--- config.mk ---
export PLATFORM = sky130hd
export DESIGN_NAME = sobel_window_gen
export DESIGN_NICKNAME = d
export VERILOG_FILES = /design/src/rtl/sobel_window_gen.sv
export SDC_FILE = /design/constraint.sdc
export NUM_CORES = 2
export LEC_CHECK = 0
export ABC_AREA = 0
export CAP_MARGIN = 0
export CORE_ASPECT_RATIO = 0.6
export CORE_MARGIN = 3
export CORE_UTILIZATION = 30
export DETAILED_ROUTE_END_ITERATION = 12
export PLACE_DENSITY = 0.41
export SLEW_MARGIN = 20
export SYNTH_ARGS = -nofsm -noshare
export SYNTH_HDL_FRONTEND = slang
export SYNTH_SLANG_ARGS = --single-unit
--- constraint.sdc ---
create_clock -name clk -period 7.02 [get_ports clk]
set_input_delay 1.053 -clock clk [delete_from_list [all_inputs] [get_ports clk]]
set_output_delay 1.053 -clock clk [all_outputs]
set_load 0.01 [all_outputs]
--- src/rtl/sobel_window_gen.sv ---
// sobel_window_gen: raster pixel stream to 3x3 interior windows for the Sobel stage.
// Optional SOBEL_WIN_CNT_EN adds a saturating per-frame window counter output win_cnt.
module sobel_window_gen #(
    parameter int IMG_W = 100,
    parameter int IMG_H = 100
) (
    input  logic        clk,
    input  logic        rst,
    input  logic        start,
    input  logic [7:0]  pix_in,
    input  logic        pix_valid,
    output logic        pix_ready,
    output logic [71:0] win_out,
    output logic        win_valid,
    output logic        frame_done
`ifdef SOBEL_WIN_CNT_EN
    ,
    output logic [15:0] win_cnt
`endif
);
    localparam int XW = $clog2(IMG_W);
    localparam int YW = $clog2(IMG_H);
    localparam logic [XW-1:0] X_LAST = XW'(IMG_W - 1);
    localparam logic [YW-1:0] Y_LAST = YW'(IMG_H - 1);
    localparam logic [XW-1:0] X_MIN = XW'(2);
    localparam logic [YW-1:0] Y_MIN = YW'(2);

    typedef enum logic [1:0] {IDLE, RUN, DONE} state_t;

    state_t          state, state_nx;
    logic [XW-1:0]   x;
    logic [YW-1:0]   y;
    logic [7:0]      lb0 [IMG_W];
    logic [7:0]      lb1 [IMG_W];
    logic [15:0]     sr0, sr1, sr2;
    logic [7:0]      lb0_x, lb1_x;
    logic            accept, x_last, emit, go;

    assign lb0_x  = lb0[x];
    assign lb1_x  = lb1[x];
    assign accept = pix_valid & pix_ready;
    assign x_last = x == X_LAST;
    assign emit   = accept && x >= X_MIN && y >= Y_MIN;
    assign go     = state == IDLE && start;

    always_comb begin
        state_nx   = state;
        pix_ready  = state == RUN;
        frame_done = state == DONE;
        state_nx   = state == IDLE ? (start ? RUN : IDLE) :
                     state == RUN  ? (accept && x_last && y == Y_LAST ? DONE : RUN) : IDLE;
    end

    always_ff @(posedge clk or negedge rst) begin
        if (!rst) state <= IDLE;
        else      state <= state_nx;
    end

    always_ff @(posedge clk or negedge rst) begin
        if (!rst) begin
            x <= '0;
            y <= '0;
        end else if (go) begin
            x <= '0;
            y <= '0;
        end else if (accept) begin
            x <= x_last ? '0 : x + XW'(1);
            y <= x_last ? y + YW'(1) : y;
        end
    end

    // Each row register keeps the two older columns; the incoming column completes the window.
    always_ff @(posedge clk or negedge rst) begin
        if (!rst) begin
            sr0       <= '0;
            sr1       <= '0;
            sr2       <= '0;
            win_out   <= '0;
            win_valid <= 1'b0;
        end else begin
            win_valid <= emit;
            if (accept) begin
                sr0 <= {sr0[7:0], lb0_x};
                sr1 <= {sr1[7:0], lb1_x};
                sr2 <= {sr2[7:0], pix_in};
            end
            if (emit) win_out <= {sr0, lb0_x, sr1, lb1_x, sr2, pix_in};
        end
    end

    always_ff @(posedge clk) begin
        if (accept) begin
            lb0[x] <= lb1_x;
            lb1[x] <= pix_in;
        end
    end

`ifdef SOBEL_WIN_CNT_EN
    always_ff @(posedge clk or negedge rst) begin
        if (!rst)                           win_cnt <= '0;
        else if (go)                        win_cnt <= '0;
        else if (emit && win_cnt != 16'hFFFF) win_cnt <= win_cnt + 16'd1;
    end
`endif
endmodule
Word level (Yosys, flattened, before mapping). Memories as Yosys holds them, arrays and structs flattened. Index checks and enable logic that the tools add are counted.

Bits in registers: 137. RAM bits: 1600. Input port bits: 12. Output and inout bits: 75. Logic and storage cells: 40. Memories: 2.

Add/sub/neg operators: 2. Order comparisons: 2. Eq/ne operators: 4. Multiplexer cells: 12. Bitwise gates (word level): 1. Reductions and logical operators: 9.

Memories: lb0 (depth 100, bits a word 8, read ports 1, clocked after memory_dff 0, write ports 1, RTL line 33) `logic [7:0] lb0 [IMG_W];`; lb1 (depth 100, bits a word 8, read ports 1, clocked after memory_dff 0, write ports 1, RTL line 34) `logic [7:0] lb1 [IMG_W];`.

Operators with widths (count): 7-bit 2-to-1 mux (6); 7-bit by 1-bit adder with 7-bit output, second input constant (2); 7-bit equality test, second input constant (2); 7-bit by 2-bit >= comparator with 1-bit output, second input constant (2); 2-bit 2-to-1 mux (3); 1-bit logical AND (5); 2-bit nonzero test (2); 1-bit 2-to-1 mux (3); 2-bit by 1-bit equality test with 1-bit output, second input constant (1); 2-bit equality test, second input constant (1); 2-bit zero test (1); 2-bit AND reduction (1); 1-bit AND (1).

Longest topological paths before layout.
Word-level depth: 7. Mapped depth: 14. Mapped depth without buffers: 8.

Worst setup path after synthesis. Ideal clock, no wire load.

Kind: reg2reg. Start: reg x[1]. End: mem lb0[0][5], data pin. Library setup time: 0.737 ns. Arrival: 4.444 ns. Data required time: 6.283 ns. Setup slack: 1.839 ns. Cell stages (with the launch flop): 11. Path buffers: 4. Period minus slack after synthesis: 5.181 ns. Cell sequence: dfrtp_1 > buf_6 > buf_6 > nor2_2 > buf_2 > buf_2 > o2bb2ai_1 > nand2_1 > a31oi_1 > nor4_1 > o211ai_1.

Word-level cells in the longest chain between the ends: 1.

RTL lines: from (decl) (RTL line 31) `logic [XW-1:0] x;`; from (signal assigned) (RTL line 67) `x <= x_last ? '0 : x + XW'(1);`; memory read 100 x 8 bit; via lb1_x[5] (RTL line 36) `logic [7:0] lb0_x, lb1_x;`; to (decl) (RTL line 33).

The timed path passes the listed nets, and every way through them passes these cells.

Final worst setup path.
Start: reg x[0]. End: mem lb0[51][1], data pin.

Same word-level chain as after synthesis.

==> summary by stage <==
Timing
The final count of negative-setup-slack endpoints is 0. At the pin with the least slew margin, the transition time is 1.30 ns. The final-report hold violation count is 0. Setup repair after global routing left no endpoint under its margin. Of the available clock period, the critical path in the final layout requires 75.0%. The final critical path time including I/O delays and setup is 5.26 ns. The worst slew margin relative to its limit is 12.7%. The achievable clock frequency is between 150 and 200 MHz. Summed over all failing endpoints, the final setup total negative slack is 0 ns. The clock skew after layout is 0.0612 ns. The max-slew violation count is 0.

Yosys
Yosys printed 0 warnings. When the netlist entered floorplanning its net count stood at 4,163. The number of standard cells after synthesis is a little over 4k. The netlist uses 88 different library cells. In the synthesized netlist the dominant register cell turns out to be sky130_fd_sc_hd__edfxtp_1. After synthesis the netlist holds a flip-flop and latch count of 1,737. Of the synthesized area, sequential elements account for 76.0%.

For this run, asynchronously set or reset flops after synthesis account for 7.89%. The number of flops mapped to enable cells by yosys is around 1.6k. The post-synthesis instance area is about 68,000 um2. In this run the mean area of a mapped cell was 16.3 um2.

Global routing
The via count of the first global-routing pass is a little under 40k. The first global-routing pass estimated ~380 mm of wire. The number of antenna violations at the first check in global routing came to 19. The pin count of the biggest net entering global routing is 85.

Summed over all layers, the global routing overflow is 0. Global routing used 24.1% of the available tracks.

Cells and area
The flip-flop and latch area is just over 50,000 um2. Summing all multi-input logic gate instances after layout gives 15,100 um2. The final non-filler cell area is 78,500 um2.

The core utilization of the finished layout is 35.1%. After filler insertion, the fill cell instance count of the layout stands at 21.2k. Cells with a size suffix above 1 make up 17.4% of the layout.

Compared with the post-synthesis result, the final layout area differs by 15.9%. The final-stage net count is 4,366.

Place
The instance area at placement is 73,400 um2. Port buffering added 86 buffers. At the end of routability-driven placement, the weighted congestion stood at ~0.89.

The half-perimeter wire length of the detailed placement result is 182 mm.

Routing
The DRC violations left is 0. The DRC marker count from the first detailed-route iteration is between 7k and 8k. The routed wire length per instance is between 30 and 40 um.

The count of vias placed by the detailed router is 43.1k. The final layout contains routed wiring with a total length of 286 mm. The count of nets left with antenna violations once routing finished came out at 0. After detailed routing, the number of vias per cell comes to 5.77. The first TritonRoute pass finished after 13 iterations.

Die
The core region is 223,000 um2. Pin placement for this block handled 87 I/O pins. Once the floorplan was initialized, standard cells occupied 30.3% of the core.

In this run the core area contains roughly 130 standard-cell rows. The die covers 232,000 um2. The die outline width is 619 um. The die span in y is around 370 um.

Critical path
The reg-to-reg endpoint is lb0[51][1]$_DFFE_PP_. The endpoint type of the worst setup path is a flop. At the worst endpoint, the arrival time is 5.79 ns. The kind of start point of the critical path is a flop. The number of cells traversed by the worst register-to-register path is 8.

At the worst endpoint, the required time is 7.55 ns. The startpoint of the most critical register-to-register path is x[0]$_DFFE_PN0P_. The critical path startpoint is x[0]$_DFFE_PN0P_. The end point of the critical path is lb0[51][1]$_DFFE_PP_. The maximum fanout count along the critical path is 34. The start-to-end type of the worst setup path is reg2reg.

Setup slack on the worst reg-to-reg path comes out at ~1.8 ns.

Clock tree
In this run the number of H-tree levels came out at 4. The TritonCTS sink count is between 1.5k and 2k. The number of gates given a new drive strength after cts is 0.

The clock reaches the later pin of the worst-skew pair after around 0.83 ns. The number of CTS-inserted buffers is roughly 170. The clock tree from TritonCTS is yes. After clock tree synthesis, the clock-pin slew on the worst setup and hold paths is 0.07 ns. Once the clock tree was built, the setup fixing pass inserted 0 buffers.

The maximum clock insertion buffer count is 4. In this run, post-CTS hold repair placed 0 buffers. The master cell of the clock root buffer is sky130_fd_sc_hd__clkbuf_16.

Pwr
After layout, the design draws a total of 0.0362 W. Combinational logic burns 37.0% of the power. The leakage power figure is 25.4 nW.

For this design the ratio of total power to cell area is 461 nW/um2. The fraction of power consumed by the clock network is about a quarter. The worst-case IR drop observed on VDD is between 0.5 and 0.6 mV.

In this run the power spent charging and discharging nets is 0.0146 W. Cell internal power was estimated by the tool at 0.0216 W. The fraction of power spent switching nets is between 40% and 50%. Registers are responsible for 38.5% of the overall power.

Min path
The tightest min-delay check is of the in2async type.

Flow run
The number of max-capacitance violations reported is 0.

Status
The run finished with clean final reports.
[final cells by class]
type	instances	share of cell area, %
Sequential cell	1737	65.6
Multi-Input combinational cell	2080	19.2
Clock buffer	213	5.67
Tap cell	2992	4.77
Timing Repair Buffer	350	3.94
Clock inverter	74	0.717
Inverter	12	0.0701
Antenna cell	5	0.0159
[synth_stat cells (6+ instances only)]
| cell type | count | area (um2) |
|---|---|---|
| sky130_fd_sc_hd__a32oi_1 | 11 | 96.3 |
| sky130_fd_sc_hd__nand3_1 | 16 | 80.1 |
| sky130_fd_sc_hd__and3_1 | 8 | 50.1 |
| sky130_fd_sc_hd__o32a_1 | 6 | 60.1 |
| sky130_fd_sc_hd__buf_1 | 25 | 93.8 |
| sky130_fd_sc_hd__o32ai_1 | 10 | 87.6 |
| sky130_fd_sc_hd__nand2_1 | 453 | 1700 |
| sky130_fd_sc_hd__mux2_2 | 79 | 890 |
| sky130_fd_sc_hd__a21bo_2 | 21 | 210 |
| sky130_fd_sc_hd__dfrtp_1 | 137 | 3430 |
| sky130_fd_sc_hd__o221ai_1 | 29 | 254 |
| sky130_fd_sc_hd__nor2_1 | 208 | 781 |
| sky130_fd_sc_hd__a31oi_1 | 22 | 138 |
| sky130_fd_sc_hd__a22oi_1 | 93 | 698 |
| sky130_fd_sc_hd__mux2i_1 | 105 | 1050 |
| sky130_fd_sc_hd__nor3_1 | 34 | 170 |
| sky130_fd_sc_hd__a222oi_1 | 63 | 631 |
| sky130_fd_sc_hd__nor2b_1 | 34 | 213 |
| sky130_fd_sc_hd__nand4_1 | 10 | 62.6 |
| sky130_fd_sc_hd__o21a_1 | 7 | 52.6 |
| sky130_fd_sc_hd__nor4_1 | 11 | 68.8 |
| sky130_fd_sc_hd__o22ai_1 | 52 | 325 |
| sky130_fd_sc_hd__or3_1 | 8 | 50.1 |
| sky130_fd_sc_hd__a22o_1 | 27 | 236 |
| sky130_fd_sc_hd__a311oi_1 | 6 | 52.6 |
| sky130_fd_sc_hd__a221o_1 | 22 | 220 |
| sky130_fd_sc_hd__o31ai_1 | 13 | 97.6 |
| sky130_fd_sc_hd__clkbuf_1 | 99 | 372 |
| sky130_fd_sc_hd__nand2b_1 | 9 | 56.3 |
| sky130_fd_sc_hd__mux4_2 | 60 | 1350 |
| sky130_fd_sc_hd__o2bb2ai_1 | 28 | 245 |
| sky130_fd_sc_hd__and2_1 | 18 | 113 |
| sky130_fd_sc_hd__a21oi_1 | 153 | 766 |
| sky130_fd_sc_hd__edfxtp_1 | 1600 | 48000 |
| sky130_fd_sc_hd__buf_6 | 13 | 146 |
| sky130_fd_sc_hd__buf_4 | 34 | 255 |
| sky130_fd_sc_hd__inv_1 | 9 | 33.8 |
| sky130_fd_sc_hd__o22a_1 | 10 | 87.6 |
| sky130_fd_sc_hd__buf_2 | 147 | 736 |
| sky130_fd_sc_hd__o21ai_0 | 90 | 450 |
| sky130_fd_sc_hd__a221oi_1 | 249 | 2180 |
| sky130_fd_sc_hd__a211oi_1 | 9 | 67.6 |
[power by group through the flow]
stage                     Combinational, W  Clock (W)  Sequential, W
final                               0.0134    0.00887         0.0139
after global routing                0.0137    0.00938         0.0139
after CTS                           0.0130    0.00898         0.0139
after detailed placement            0.0130          0         0.0141
after global placement              0.0129          0         0.0141
after floorplan                    0.00579          0         0.0143
[worst max-delay path, stage by stage (launching register included)]
cell,delay (ns)
sky130_fd_sc_hd__dfrtp_4,0.87
sky130_fd_sc_hd__buf_4,0.49
sky130_fd_sc_hd__and2_2,0.71
sky130_fd_sc_hd__buf_4,0.44
sky130_fd_sc_hd__a221oi_1,0.13
sky130_fd_sc_hd__o22ai_1,0.52
sky130_fd_sc_hd__a21oi_1,0.26
sky130_fd_sc_hd__nand4_1,0.80
sky130_fd_sc_hd__buf_4,0.60
[worst min-delay path by stage]
stage	from	end	slack (ns)
after floorplan	sr2[8]$_DFFE_PN0P_	win_out[16]$_DFFE_PN0P_	0.44
after global placement	sr2[14]$_DFFE_PN0P_	win_out[22]$_DFFE_PN0P_	0.45
after detailed placement	sr0[13]$_DFFE_PN0P_	win_out[69]$_DFFE_PN0P_	0.45
after CTS	rst	sr0[11]$_DFFE_PN0P_	0.26
after global routing	rst	sr0[4]$_DFFE_PN0P_	0.29
final	rst	sr0[4]$_DFFE_PN0P_	0.26
[sequential cells by signal, summed over array words and instances, names as in the netlist]
register	flops
lb0	800
lb1	800
win_out	72
sr0	16
sr1	16
sr2	16
x	7
y	7
state	2
win_valid	1
[kinds of logic (layout without fill, tap and decap cells)]
logic type	Yosys count	in the layout	share of synthesized area, %
AND/OR/NAND/NOR	840	840	5.34
multiplexers	246	246	4.91
XOR/XNOR	9	9	0.116
AO/OA/AOI/OAI	981	981	11.1
other	0	5	0
flip-flops	1737	1737	76.0
buffers and inverters	330	649	2.43
adder cells (fa/ha/maj)	4	4	0.0739
[cell usage in the layout (no fill, tap or decap), types with 51 or more instances in the layout]
master,instances
sky130_fd_sc_hd__o21ai_0,87
sky130_fd_sc_hd__mux2i_1,105
sky130_fd_sc_hd__o22ai_1,52
sky130_fd_sc_hd__mux4_2,60
sky130_fd_sc_hd__a22oi_1,93
sky130_fd_sc_hd__nand2_1,447
sky130_fd_sc_hd__a222oi_1,63
sky130_fd_sc_hd__a221oi_1,248
sky130_fd_sc_hd__dfrtp_1,132
sky130_fd_sc_hd__clkbuf_16,171
sky130_fd_sc_hd__edfxtp_1,1600
sky130_fd_sc_hd__buf_4,244
sky130_fd_sc_hd__mux2_2,79
sky130_fd_sc_hd__nor2_1,133
sky130_fd_sc_hd__nor2_2,51
sky130_fd_sc_hd__a21oi_1,152
sky130_fd_sc_hd__clkdlybuf4s50_1,77
[metrics by stage]
step           cells  setup WS [ns]  hold slack, ns
2_1_floorplan   4147           1.84           0.439
3_3_place_gp    7164           1.98           0.455
3_5_place_dp    7167           2.09           0.451
4_1_cts         7454           1.99           0.262
5_1_grt         7458           1.82           0.292
6_report        7463           1.76           0.260
[routing by layer]
metal / GRT usage, % / vias to the layer above / routed length [um]
li1: - / 17100 / -
met5: 0 / - / 88
met3: 9.09 / 289 / 36600
met1: 39.3 / 23100 / 139000
met4: 4.14 / 12 / 4970
met2: 29.4 / 2656 / 105000
Note: power is estimated with default switching activity, not from simulation.
